### src/rtl/alu_pkg.sv
// Shared ALU definitions: op codes, RV32I field constants and a legality check.
// Used by both the instruction encoder and the ALU decode path.
package alu_pkg;

    typedef enum logic [2:0] {
        ALU_ADD = 3'b000,
        ALU_SUB = 3'b001,
        ALU_AND = 3'b010,
        ALU_OR  = 3'b011,
        ALU_SLT = 3'b101
    } alu_op_t;

    localparam logic [6:0] OPCODE_OP     = 7'b0110011;
    localparam logic [6:0] OPCODE_OP_IMM = 7'b0010011;

    localparam logic [2:0] F3_ADD_SUB = 3'b000;
    localparam logic [2:0] F3_SLT     = 3'b010;
    localparam logic [2:0] F3_OR      = 3'b110;
    localparam logic [2:0] F3_AND     = 3'b111;

    localparam logic [6:0] F7_BASE = 7'b0000000;
    localparam logic [6:0] F7_SUB  = 7'b0100000;

    // SUB has no immediate form in RV32I, so it is only legal as R-type.
    function automatic logic is_legal(input logic [2:0] op, input logic imm_en);
        logic ok;
        case (op)
            ALU_ADD, ALU_AND, ALU_OR, ALU_SLT: ok = 1'b1;
            ALU_SUB:                           ok = !imm_en;
            default:                           ok = 1'b0;
        endcase
        return ok;
    endfunction

endpackage

### src/rtl/alu_instr_fields.sv
// Combinational mapping from an ALU op request to its RV32I encoding fields.
module alu_instr_fields
    import alu_pkg::*;
(
    input  logic [2:0] op,
    input  logic       imm_en,
    output logic [6:0] opcode,
    output logic [2:0] funct3,
    output logic [6:0] funct7,
    output logic       legal
);

    // Select opcode/funct fields; illegal ops fall back to zero fields.
    always_comb begin
        opcode = imm_en ? OPCODE_OP_IMM : OPCODE_OP;
        funct3 = F3_ADD_SUB;
        funct7 = F7_BASE;
        legal  = is_legal(op, imm_en);
        case (op)
            ALU_ADD: funct3 = F3_ADD_SUB;
            ALU_SUB: begin
                funct3 = F3_ADD_SUB;
                funct7 = F7_SUB;
            end
            ALU_AND: funct3 = F3_AND;
            ALU_OR:  funct3 = F3_OR;
            ALU_SLT: funct3 = F3_SLT;
            default: funct3 = F3_ADD_SUB;
        endcase
    end

endmodule

### src/rtl/alu_instr_enc.sv
// ALU instruction encoder: turns op requests into RV32I R/I-type words with
// sequential byte addresses, in bounded runs of P_DEPTH words.
module alu_instr_enc
    import alu_pkg::*;
#(
    parameter int          P_DEPTH     = 16,
    parameter logic [31:0] P_BASE_ADDR = 32'h0000_0000
) (
    input  logic        i_clk,
    input  logic        i_rst_n,
    input  logic        i_start,
    input  logic        i_valid,
    output logic        o_ready,
    input  logic [2:0]  i_op,
    input  logic        i_imm_en,
    input  logic [4:0]  i_rd,
    input  logic [4:0]  i_rs1,
    input  logic [4:0]  i_rs2,
    input  logic [11:0] i_imm,
    output logic        o_valid,
    input  logic        i_ready,
    output logic [31:0] o_instr,
    output logic [31:0] o_addr,
    output logic        o_done,
    output logic [7:0]  o_err_cnt
);

    // One extra bit so the counter can hold P_DEPTH itself.
    localparam int             CW      = $clog2(P_DEPTH) + 1;
    localparam logic [CW-1:0]  DEPTH_C = CW'(P_DEPTH);

    typedef enum logic [1:0] {
        S_IDLE,
        S_RUN,
        S_DONE
    } state_t;

    state_t        state;
    logic [CW-1:0] issued;

    logic [6:0]  opcode;
    logic [2:0]  funct3;
    logic [6:0]  funct7;
    logic        legal;
    logic [31:0] word;
    logic [31:0] next_addr;
    logic        accept;
    logic        load;
    logic        bad;
    logic        last_drain;

    alu_instr_fields u_fields (
        .op     (i_op),
        .imm_en (i_imm_en),
        .opcode (opcode),
        .funct3 (funct3),
        .funct7 (funct7),
        .legal  (legal)
    );

    // Assemble the instruction word in R-type or I-type layout.
    always_comb begin
        if (i_imm_en) begin
            word = {i_imm, i_rs1, funct3, i_rd, opcode};
        end else begin
            word = {funct7, i_rs2, i_rs1, funct3, i_rd, opcode};
        end
    end

    // Accept only in RUN, with room in the output stage and words left in the run.
    assign o_ready    = (state == S_RUN) && !i_start && (!o_valid || i_ready) && (issued < DEPTH_C);
    assign accept     = i_valid && o_ready;
    assign load       = accept && legal;
    assign bad        = accept && !legal;
    assign next_addr  = P_BASE_ADDR + (32'(issued) << 2);
    assign last_drain = o_valid && i_ready && (issued == DEPTH_C);

    // Run FSM with the output register, word counter and error counter.
    always_ff @(posedge i_clk or negedge i_rst_n) begin
        if (!i_rst_n) begin
            state     <= S_IDLE;
            issued    <= '0;
            o_valid   <= 1'b0;
            o_instr   <= '0;
            o_addr    <= P_BASE_ADDR;
            o_done    <= 1'b0;
            o_err_cnt <= '0;
        end else if (i_start) begin
            state     <= S_RUN;
            issued    <= '0;
            o_valid   <= 1'b0;
            o_addr    <= P_BASE_ADDR;
            o_done    <= 1'b0;
            o_err_cnt <= '0;
        end else begin
            case (state)
                S_RUN: begin
                    if (load) begin
                        o_valid <= 1'b1;
                        o_instr <= word;
                        o_addr  <= next_addr;
                        issued  <= issued + CW'(1);
                    end else if (o_valid && i_ready) begin
                        o_valid <= 1'b0;
                    end
                    if (bad && (o_err_cnt != 8'hFF)) begin
                        o_err_cnt <= o_err_cnt + 8'd1;
                    end
                    if (last_drain) begin
                        state  <= S_DONE;
                        o_done <= 1'b1;
                    end
                end
                default: begin
                    state <= state;
                end
            endcase
        end
    end

endmodule

### config.mk
export PLATFORM = sky130hd
export DESIGN_NAME = alu_instr_enc
export DESIGN_NICKNAME = d
export VERILOG_FILES = /design/src/rtl/alu_pkg.sv /design/src/rtl/alu_instr_fields.sv /design/src/rtl/alu_instr_enc.sv
export SDC_FILE = /design/constraint.sdc
export NUM_CORES = 1
export LEC_CHECK = 0
export BUFFER_PORTS_ARGS = -buffer_cell sky130_fd_sc_hd__buf_2
export CORE_UTILIZATION = 50
export DETAILED_ROUTE_END_ITERATION = 10
export GPL_TIMING_DRIVEN = 0
export PLACE_DENSITY = 0.85
export SYNTH_ARGS = -nofsm -noshare
export SYNTH_HDL_FRONTEND = slang
export SYNTH_SLANG_ARGS = --single-unit
export TNS_END_PERCENT = 100
### constraint.sdc
create_clock -name i_clk -period 3.9 [get_ports i_clk]
set_input_delay 0.585 -clock i_clk [delete_from_list [all_inputs] [get_ports i_clk]]
set_output_delay 0.585 -clock i_clk [all_outputs]
set_load 0.005 [all_outputs]
==> flow_metrics.env, run 1 <==
export IMPL_io_pins=111
export IMPL_place_congestion=0.8133
export IMPL_crit_arrival_ns=1.22
export IMPL_hold_ws_ns=0.4649
export IMPL_max_stage_delay_ns=0.41
export IMPL_wl_per_cell_um=11.81
export IMPL_netlist_area_um2=2424
export IMPL_drive_above_1_share_pct=35.50
export IMPL_clock_latency_ns=0.30
export IMPL_final_util_pct=69.14
export IMPL_dp_hpwl_um=3723
export IMPL_drt_initial_drc_count=76
export IMPL_fill_cells=353
export IMPL_dr_pass1_iters=4
export IMPL_cp_slowest_cell="dfrtp_1"
export IMPL_period_needed_ns=1.808
export IMPL_grt_pass1_wl_um=7969
export IMPL_critPathKind="flop to output port"
export IMPL_cts_buffers_inserted=5
export IMPL_hold_class="input pin to async pin"
export IMPL_ys_warnings_count=0
export IMPL_cts_root_buffer="clkbuf_8"
export IMPL_avgViaCountPerCell=4.708
export IMPL_cp_cell_sequence="nor2b_1 -> and3_1 -> buf_2"
export IMPL_cts_post_setup_buffers_inserted=0
export IMPL_post_route_period_util_pct=46.35
export IMPL_track_usage_pct=20.34
export IMPL_synth_enable_flop_cells=0
export IMPL_num_nets_final=407
export IMPL_rows=24
export IMPL_synth_avg_cell_area_um2=9.579
export IMPL_slew_violations=0
export IMPL_die_w_um=71.62
export IMPL_ant_nets=0
export IMPL_timing_setup_tns_ns=0
export IMPL_grt_max_degree=49
export IMPL_leakagePower_nw=1.737
export IMPL_start_util_pct=53.81
export IMPL_cp_start_kind="flop"
export IMPL_rsz0062_at_grt="no"
export IMPL_die_height_um=71.62
export IMPL_crit_buf_inv=1
export IMPL_fmax_ghz=0.5532
export IMPL_async_reset_ff_share_pct=100.0
export IMPL_hold_viol_final=0
export IMPL_power_density_nw_per_um2=376.1
export IMPL_clock_skew_ns=0.006587
export IMPL_drt_wl_total_um=4974
export IMPL_ys_dominant_reg_cell="dfrtp_1"
export IMPL_dieArea_um2=5129
export IMPL_finalSetupViolCount=0
export IMPL_crit_path_max_fanout=4
export IMPL_synth_area_leaders="dfrtp_1 50%, buf_4 11%, nand2_1 9.8%"
export IMPL_max_cap_violations=0
export IMPL_worst_path_dominant_cell_family="simple AND/OR/NAND/NOR gates"
export IMPL_grt_ovfl_total=0
export IMPL_status="complete, no violations"
export IMPL_route_detailed_drc=0
export IMPL_required_ns=3.31
export IMPL_worstMarginPinSlew_ns=1.056
export IMPL_vdd_drop_max_uv=257.7
export IMPL_antenna_found_initial=0
export IMPL_slew_headroom_pct=29.58
export IMPL_htree_levels=2
export IMPL_numPortBuffers=79
export IMPL_synth_cells=253
export IMPL_ys_types=41
export IMPL_synth_top_area_share_pct=49.56
export IMPL_syn_to_final_growth_pct=28.50
export IMPL_cts_sinks=48
export IMPL_endpoint_kind="output port"
export IMPL_cts_tree="yes"
export IMPL_cts_hold_buf=0
export IMPL_clkTransAtPathRegs_ns=0.08
export IMPL_dr_total_vias=1982
export IMPL_grt_pass1_vias=1764
export IMPL_coreArea_um2=4504
export IMPL_yosys_area_top_type="dfrtp_1"
export IMPL_seq_area_frac_synth_pct=49.56
export IMPL_synth_seq_cells=48
export IMPL_antenna_cells=0
export IMPL_cts_resized=0
export IMPL_clockBufferDepth=2
==> per-stage QoR <==
| stage | cells | setup slack (ns) | instance area [um2] | power, mW |
|---|---|---|---|---|
| 2_1_floorplan | 282 | 2.076 | 2532 | 0.7079 |
| 4_1_cts | 421 | 2.083 | 3114 | 1.187 |
| 5_1_grt | 421 | 1.977 | 3114 | 1.245 |
| 6_report | 421 | 2.092 | 3114 | 1.171 |
| 3_3_place_gp | 413 | 1.879 | 2993 | 0.8039 |
| 3_5_place_dp | 413 | 1.851 | 2993 | 0.8118 |
==> sequential cells by signal (all words and copies together) (netlist names) <==
register and flops:
o_addr 5, issued 5, o_err_cnt 8, o_instr 27, state 1, o_valid 1, o_done 1
==> layout by cell type (no fill, tap or decap), types with 3 or more instances in the layout <==
master / n
nor2_1: 8
buf_2: 81
o21ai_0: 11
nand2_1: 63
xnor2_1: 3
nand4_1: 3
inv_1: 3
a31oi_1: 4
conb_1: 30
nand3_1: 10
nor3_1: 4
nor2b_1: 3
nand2b_1: 5
and2_1: 4
nand3b_1: 5
clkbuf_1: 5
clkbuf_8: 6
dfrtp_1: 48
buf_4: 34
mux2i_1: 7
ha_1: 3
==> area by class of cell <==
type	count	area, um2	area share (%)
Sequential cell	48	1201	38.57
Tap cell	52	65.06	2.089
Clock inverter	2	38.79	1.245
Multi-Input combinational cell	188	1021	32.78
Inverter	3	11.26	0.3616
Timing Repair Buffer	79	395.4	12.70
Clock buffer	6	82.58	2.652
Buffer	43	299.0	9.602
==> routing by layer <==
layer	vias to the layer above	routed length, um	GRT usage, %
li1	1002	-	-
met1	911	2263	26.42
met2	67	2378	33.44
met3	2	281	4.923
met4	0	51	7.190
met5	-	0	0
==> Yosys cell counts, types with 4 or more instances <==
cell type / n
nand2_1: 63
dfrtp_1: 48
buf_4: 34
o21ai_0: 11
nand3_1: 10
nor2_1: 8
mux2i_1: 7
clkbuf_1: 5
nand2b_1: 5
nand3b_1: 5
a31oi_1: 4
and2_1: 4
nor3_1: 4
==> cell families after synthesis <==
kind of cell	synth area share [%]
and+or+nand+nor	23.18
DFF	49.56
other	0.1547
adders and majority gates	1.549
xor gates and xnor gates	1.446
muxes	4.750
AOI/OAI and AO/OA	6.556
buffers and inverters	12.80
==> power by group <==
part / switching (mW) / total, mW / leakage, nW / internal [mW]
logic: 0.109 / 0.217 / 1.05 / 0.108
clock network: 0.162 / 0.371 / 0.0614 / 0.210
registers: 0.0289 / 0.583 / 0.622 / 0.554
==> path summary, 6_finish.rpt <==
| path | cells past startpoint | endpoint | slack [ns] | startpoint |
|---|---|---|---|---|
| hold reg to reg | 2 | o_instr[31] | 0.47 | o_instr[31] |
| setup reg to reg | 6 | issued[0] | 2.18 | o_done |
| min in group i_clk | 3 | o_instr[19] | 0.47 | i_rs1[4] |
| hold / removal | 1 | o_err_cnt[7] | 0.46 | i_rst_n |
| setup / recovery | 3 | o_ready | 2.09 | o_done |
| max in group asynchronous | 1 | o_addr[6] | 2.78 | i_rst_n |
Note: power is estimated with default switching activity, not from simulation.
==> run 2, diff against run 1 <==
--- a/config.mk
+++ b/config.mk
@@ -6,10 +6,10 @@
 export NUM_CORES = 1
 export LEC_CHECK = 0
 export BUFFER_PORTS_ARGS = -buffer_cell sky130_fd_sc_hd__buf_2
-export CORE_UTILIZATION = 50
+export CORE_UTILIZATION = 42
 export DETAILED_ROUTE_END_ITERATION = 10
 export GPL_TIMING_DRIVEN = 0
-export PLACE_DENSITY = 0.85
+export PLACE_DENSITY = 0.76
 export SYNTH_ARGS = -nofsm -noshare
 export SYNTH_HDL_FRONTEND = slang
 export SYNTH_SLANG_ARGS = --single-unit
==> constraint.sdc (replaced) <==
create_clock -name i_clk -period 1.65 [get_ports i_clk]
set_input_delay 0.2475 -clock i_clk [delete_from_list [all_inputs] [get_ports i_clk]]
set_output_delay 0.2475 -clock i_clk [all_outputs]
set_load 0.005 [all_outputs]
==> flow_metrics.env, run 2 (synthesis gave the netlist of run 1 again) <==
export IMPL_status="complete, no violations"
export IMPL_drive_above_1_share_pct=37.57
export IMPL_finalSetupViolCount=0
export IMPL_clock_latency_ns=0.30
export IMPL_dieArea_um2=6079
export IMPL_avgViaCountPerCell=4.536
export IMPL_cts_sinks=48
export IMPL_layout_commonest_cell="buf_2"
export IMPL_cp_start_kind="flop"
export IMPL_drt_initial_drc_count=56
export IMPL_fill_cells=511
export IMPL_switching_share_pct=25.96
export IMPL_leakagePower_nw=1.758
export IMPL_vdd_drop_max_uv=520.8
export IMPL_crit_arrival_ns=1.76
export IMPL_antenna_cells=0
export IMPL_pwr_share_comb_pct=18.6
export IMPL_fmax_ghz=0.6389
export IMPL_grt_pass1_vias=1863
export IMPL_pwr_share_seq_pct=49.5
export IMPL_htree_levels=2
export IMPL_ant_nets=0
export IMPL_pwr_share_clk_pct=31.9
export IMPL_cts_root_buffer="clkbuf_8"
export IMPL_required_ns=1.84
export IMPL_p_sw_mw=0.7243
export IMPL_grt_max_degree=49
export IMPL_hold_class="input pin to async pin"
export IMPL_coreArea_um2=5540
export IMPL_grt_ovfl_total=0
export IMPL_reg_top3="o_instr x27, o_err_cnt x8"
export IMPL_power_density_nw_per_um2=882.0
export IMPL_critPathKind="flop to flop"
export IMPL_io_pins=111
export IMPL_die_height_um=77.97
export IMPL_preCtsSetupSlack_ns=-0.08896
export IMPL_track_usage_pct=17.78
export IMPL_regMostFlops="o_instr"
export IMPL_p_int_mw=2.066
export IMPL_die_w_um=77.97
export IMPL_largest_reg_flops=27
export IMPL_dp_hpwl_um=3779
export IMPL_cp_slowest_cell="dfrtp_1"
export IMPL_grt_pass1_wl_um=8459
export IMPL_dr_total_vias=2005
export IMPL_crit_buf_inv=1
export IMPL_hold_ws_ns=0.1150
export IMPL_worstMarginPinSlew_ns=1.028
export IMPL_syn_to_final_growth_pct=30.51
export IMPL_cts_buffers_inserted=5
export IMPL_antenna_found_initial=0
export IMPL_slew_headroom_pct=31.44
export IMPL_wl_per_cell_um=11.49
export IMPL_fin_ws_ns=0.08471
export IMPL_cts_tree="yes"
export IMPL_mostFrequentLayoutCells="81 x buf_2, 63 x nand2_1, 48 x dfrtp_1, 34 x buf_4, 30 x conb_1"
export IMPL_clock_skew_ns=0.01065
export IMPL_clockBufferDepth=2
export IMPL_numPortBuffers=79
export IMPL_clkTransAtPathRegs_ns=0.09
export IMPL_num_nets_final=408
export IMPL_drt_wl_total_um=5077
export IMPL_max_stage_delay_ns=0.40
export IMPL_cts_hold_buf=0
export IMPL_place_congestion=0.7570
export IMPL_dr_pass1_iters=4
export IMPL_crit_path_max_fanout=8
export IMPL_cp_cell_sequence="nor2b_2 -> and4_4 -> and2_1 -> buf_6 -> nor2_1 -> mux2_2"
export IMPL_period_needed_ns=1.565
export IMPL_worst_path_dominant_cell_family="simple AND/OR/NAND/NOR gates"
export IMPL_endpoint_kind="flop"
export IMPL_route_detailed_drc=0
export IMPL_post_route_period_util_pct=94.87
export IMPL_start_util_pct=43.74
export IMPL_rows=27
export IMPL_max_cap_violations=0
export IMPL_rsz0062_at_grt="no"
export IMPL_hold_viol_final=0
export IMPL_slew_violations=0
## run 2: cell count changes in the layout (fill, tap and decap cells not counted), sizes merged
cell	before	now
buf	117	118
## run 2: worst paths after layout
path	start	depth (start not counted)	to	slack, ns
worst max-delay path	o_done	6	issued[0]	0.08
worst min-delay path	i_rst_n	1	o_instr[27]	0.12
worst max register to register	o_done	6	issued[0]	0.08
worst min register to register	o_instr[29]	2	o_instr[29]	0.47
max in group asynchronous	i_rst_n	1	o_err_cnt[1]	0.90
min in group i_clk	i_rs1[2]	3	o_instr[17]	0.13
## run 2: metal layers
layer  vias to the layer above  global-route usage [%]  share of wire (%)
li1                       1004                       -                  -
met1                       921                   22.31                 44
met2                        76                   30.35                 47
met3                         4                   5.176                7.8
met4                         0                   3.889               0.75
met5                         -                       0                  0
## run 2: final cells by class
cell class	instances	area [um2]	share of cell area [%]
clock buffers	6	82.58	2.611
flip-flops and latches	48	1201	37.97
clock inverters	2	38.79	1.226
inverters	3	11.26	0.3560
plain buffers	43	307.8	9.731
repair buffers	80	402.9	12.74
multi-input cells	188	1028	32.52
well taps	72	90.09	2.848
## run 2: power by group through the flow
stage                     clock network (mW)  registers [mW]  logic [mW]
after floorplan                            0            1.42       0.256
after global placement                     0            1.40       0.506
after detailed placement                   0            1.41       0.518
after CTS                              0.919            1.38       0.521
after global routing                   0.969            1.40       0.599
final                                  0.890            1.38       0.519
## run 2: metrics by stage
step | total power [mW] | area [um2] | util (%) | TNS [ns] | cells
6_report | 2.790 | 3163 | 57.09 | 0 | 442
5_1_grt | 2.969 | 3163 | 57.09 | 0 | 442
4_1_cts | 2.822 | 3143 | 56.73 | 0 | 441
3_5_place_dp | 1.924 | 3018 | 54.47 | -0.7519 | 433
3_3_place_gp | 1.906 | 3018 | 54.47 | -0.1419 | 433
2_1_floorplan | 1.673 | 2532 | - | 0 | 282
## run 2: what timing repair did
action / in CTS / in global routing
gates resized for setup: 3 / 10
pin swaps: 0 / 1
hold endpoints to repair: 0 / 0
setup endpoints to repair: 9 / 34
buffers inserted: 0 / 1
==> run 3, diff against run 2 <==
--- a/config.mk
+++ b/config.mk
@@ -5,8 +5,9 @@
 export SDC_FILE = /design/constraint.sdc
 export NUM_CORES = 1
 export LEC_CHECK = 0
+export ABC_AREA = 1
 export BUFFER_PORTS_ARGS = -buffer_cell sky130_fd_sc_hd__buf_2
-export CORE_UTILIZATION = 42
+export CORE_UTILIZATION = 43
 export DETAILED_ROUTE_END_ITERATION = 10
 export GPL_TIMING_DRIVEN = 0
 export PLACE_DENSITY = 0.76
==> flow_metrics.env, run 3 <==
export IMPL_status="complete, no violations"
export IMPL_period_needed_ns=1.491
export IMPL_synth_enable_flop_cells=0
export IMPL_r2r_start="o_err_cnt[3]"
export IMPL_grt_pass1_wl_um=9411
export IMPL_pwr_share_seq_pct=51.4
export IMPL_endpoint_kind="flop"
export IMPL_cts_sinks=48
export IMPL_synth_seq_cells=48
export IMPL_dr_total_vias=2298
export IMPL_clkTransAtPathRegs_ns=0.09
export IMPL_drive_above_1_share_pct=34.55
export IMPL_rr_worst_depth=7
export IMPL_fill_cells=595
export IMPL_pwr_share_comb_pct=22.7
export IMPL_final_cells=512
export IMPL_htree_levels=2
export IMPL_hold_viol_final=0
export IMPL_netlist_area_um2=2611
export IMPL_critPathKind="flop to flop"
export IMPL_cts_root_buffer="clkbuf_8"
export IMPL_hold_end="o_instr[26]"
export IMPL_syn_to_final_growth_pct=26.64
export IMPL_coreArea_um2=5886
export IMPL_dr_pass1_iters=4
export IMPL_antenna_cells=0
export IMPL_reg_top3="o_instr x27, o_err_cnt x8"
export IMPL_grt_pass1_vias=2101
export IMPL_crit_arrival_ns=1.69
export IMPL_antenna_found_initial=0
export IMPL_cp_slowest_cell="dfrtp_1"
export IMPL_pwr_share_clk_pct=26.0
export IMPL_cp_cell_sequence="nand2_1 -> nor2_2 -> nand4_4 -> nand3_2 -> nand2_1 -> nand2_1 -> nand2_1"
export IMPL_max_stage_delay_ns=0.49
export IMPL_drt_initial_drc_count=101
export IMPL_slew_headroom_pct=26.85
export IMPL_dp_hpwl_um=4198
export IMPL_cts_buffers_inserted=5
export IMPL_crit_path_max_fanout=9
export IMPL_worstMarginPinSlew_ns=1.097
export IMPL_die_height_um=79.93
export IMPL_met2_usage_pct=33.50
export IMPL_ys_warnings_count=0
export IMPL_preCtsSetupSlack_ns=0.1779
export IMPL_final_util_pct=56.19
export IMPL_cts_hold_buf=0
export IMPL_finalSetupViolCount=0
export IMPL_hold_class="input pin to flop"
export IMPL_async_reset_ff_share_pct=100.0
export IMPL_regArea_um2=1201
export IMPL_rsz0062_at_grt="no"
export IMPL_slew_violations=0
export IMPL_switching_share_pct=29.61
export IMPL_ys_types=30
export IMPL_cp_start_kind="flop"
export IMPL_yosysMostFrequentCell="nand2_1"
export IMPL_cp_common_cell="nand2_1"
export IMPL_placed_area_um2=3209
export IMPL_synth_avg_cell_area_um2=8.135
export IMPL_avgViaCountPerCell=4.488
export IMPL_r2r_slack_ns=0.16
export IMPL_io_pins=111
export IMPL_power_mw=2.845
export IMPL_layout_commonest_cell="nand2_1"
export IMPL_hold_depth=3
export IMPL_met3_usage_pct=4.114
export IMPL_fmax_ghz=0.6707
export IMPL_cts_tree="yes"
export IMPL_grt_ovfl_total=0
export IMPL_die_w_um=79.93
export IMPL_ant_nets=0
export IMPL_largest_reg_flops=27
export IMPL_clock_latency_ns=0.30
export IMPL_regMostFlops="o_instr"
export IMPL_p_sw_mw=0.8424
export IMPL_mostFrequentLayoutCells="112 x nand2_1, 82 x buf_2, 48 x dfrtp_1, 33 x buf_4, 30 x conb_1"
export IMPL_required_ns=1.85
export IMPL_cts_resized=0
export IMPL_multi_input_area_um2=1121
export IMPL_power_density_nw_per_um2=860.3
export IMPL_synth_top_area_share_pct=46.00
export IMPL_cts_post_setup_buffers_inserted=0
export IMPL_leakagePower_nw=1.987
export IMPL_synth_common_cells="112 x nand2_1, 48 x dfrtp_1, 33 x buf_4"
export IMPL_post_route_period_util_pct=90.36
export IMPL_fin_ws_ns=0.1591
export IMPL_busiest_layer="met2"
export IMPL_clockBufferDepth=2
export IMPL_hold_ws_ns=0.1365
export IMPL_start_util_pct=44.37
export IMPL_yosys_area_top_type="dfrtp_1"
export IMPL_timing_setup_tns_ns=0
export IMPL_max_cap_violations=0
export IMPL_hold_start="i_imm[6]"
export IMPL_vdd_drop_max_uv=495.8
export IMPL_route_detailed_drc=0
export IMPL_p_int_mw=2.003
export IMPL_ys_dominant_reg_cell="dfrtp_1"
export IMPL_synth_area_leaders="dfrtp_1 46%, nand2_1 16%, buf_4 9.5%"
export IMPL_dp_cells=504
export IMPL_synth_cells=321
export IMPL_seq_area_frac_synth_pct=46.00
export IMPL_design_area_um2=3307
export IMPL_clock_skew_ns=0.005083
export IMPL_numPortBuffers=79
export IMPL_rows=28
export IMPL_grt_use_met1_pct=23.34
export IMPL_track_usage_pct=19.05
export IMPL_num_nets_final=475
export IMPL_place_congestion=0.7778
export IMPL_drt_wl_total_um=5659
export IMPL_timing_rr_end="o_err_cnt[6]"
export IMPL_wl_per_cell_um=11.05
export IMPL_grt_max_degree=49
export IMPL_dieArea_um2=6388
## run 3: changes by cell type in the layout (fill, tap and decap cells not counted), sizes merged, moves of 5 or more
| cell | before | now |
|---|---|---|
| nand2 | 64 | 123 |
| inv | 3 | 24 |
| nand3 | 10 | 26 |
| nor2 | 9 | 22 |
| mux2i | 8 | 0 |
| nand2b | 5 | 0 |
| nor2b | 5 | 0 |
| xor2 | 1 | 6 |
## run 3: power by group through the flow
stage / Clock, mW / Sequential (mW) / Combinational [mW]
final: 0.738 / 1.46 / 0.646
after global routing: 0.805 / 1.48 / 0.736
after CTS: 0.770 / 1.46 / 0.655
after detailed placement: 0 / 1.48 / 0.653
after global placement: 0 / 1.48 / 0.638
after floorplan: 0 / 1.49 / 0.341
## run 3: routing by layer
layer  vias up  share of wire (%)
met4         0               0.78
met2        66                 49
met5         -                  0
li1       1175                  -
met3         4                5.3
met1      1053                 45
## run 3: worst max path at each step
stage | endpoint | slack [ns] | cells after the start | from
after global routing | o_err_cnt[6] | 0.04 | 7 | o_err_cnt[4]
after global placement | o_err_cnt[6] | 0.22 | 7 | o_err_cnt[3]
after floorplan | o_instr[22] | 0.32 | 8 | o_done
after detailed placement | o_err_cnt[6] | 0.18 | 6 | o_err_cnt[0]
after CTS | o_err_cnt[6] | 0.16 | 6 | o_err_cnt[0]
final | o_err_cnt[6] | 0.16 | 7 | o_err_cnt[3]
## run 3: layout make-up
type / instances / area share (%)
Buffer: 41 / 9.308
Clock inverter: 2 / 0.4540
Timing Repair Buffer: 79 / 11.96
Tap cell: 75 / 2.838
Multi-Input combinational cell: 237 / 33.90
Inverter: 24 / 2.724
Sequential cell: 48 / 36.32
Clock buffer: 6 / 2.497
## run 3: kinds of logic (layout without fill, tap and decap cells)
logic type	count (synthesis)	in the layout	share of synthesized area [%]
flip-flops	48	48	46.00
buffers and inverters	65	152	15.24
adder cells (fa/ha/maj)	3	3	1.438
AND/OR/NAND/NOR	182	182	31.72
AO/OA/AOI/OAI	16	16	3.450
other	1	30	0.1436
XOR/XNOR	6	6	2.012
## run 3: worst max-delay path: cells and delay by family, from the launching register on
family | cells | cell delay, ns
AND/OR/NAND/NOR | 7 | 0.90
flip-flops | 1 | 0.49
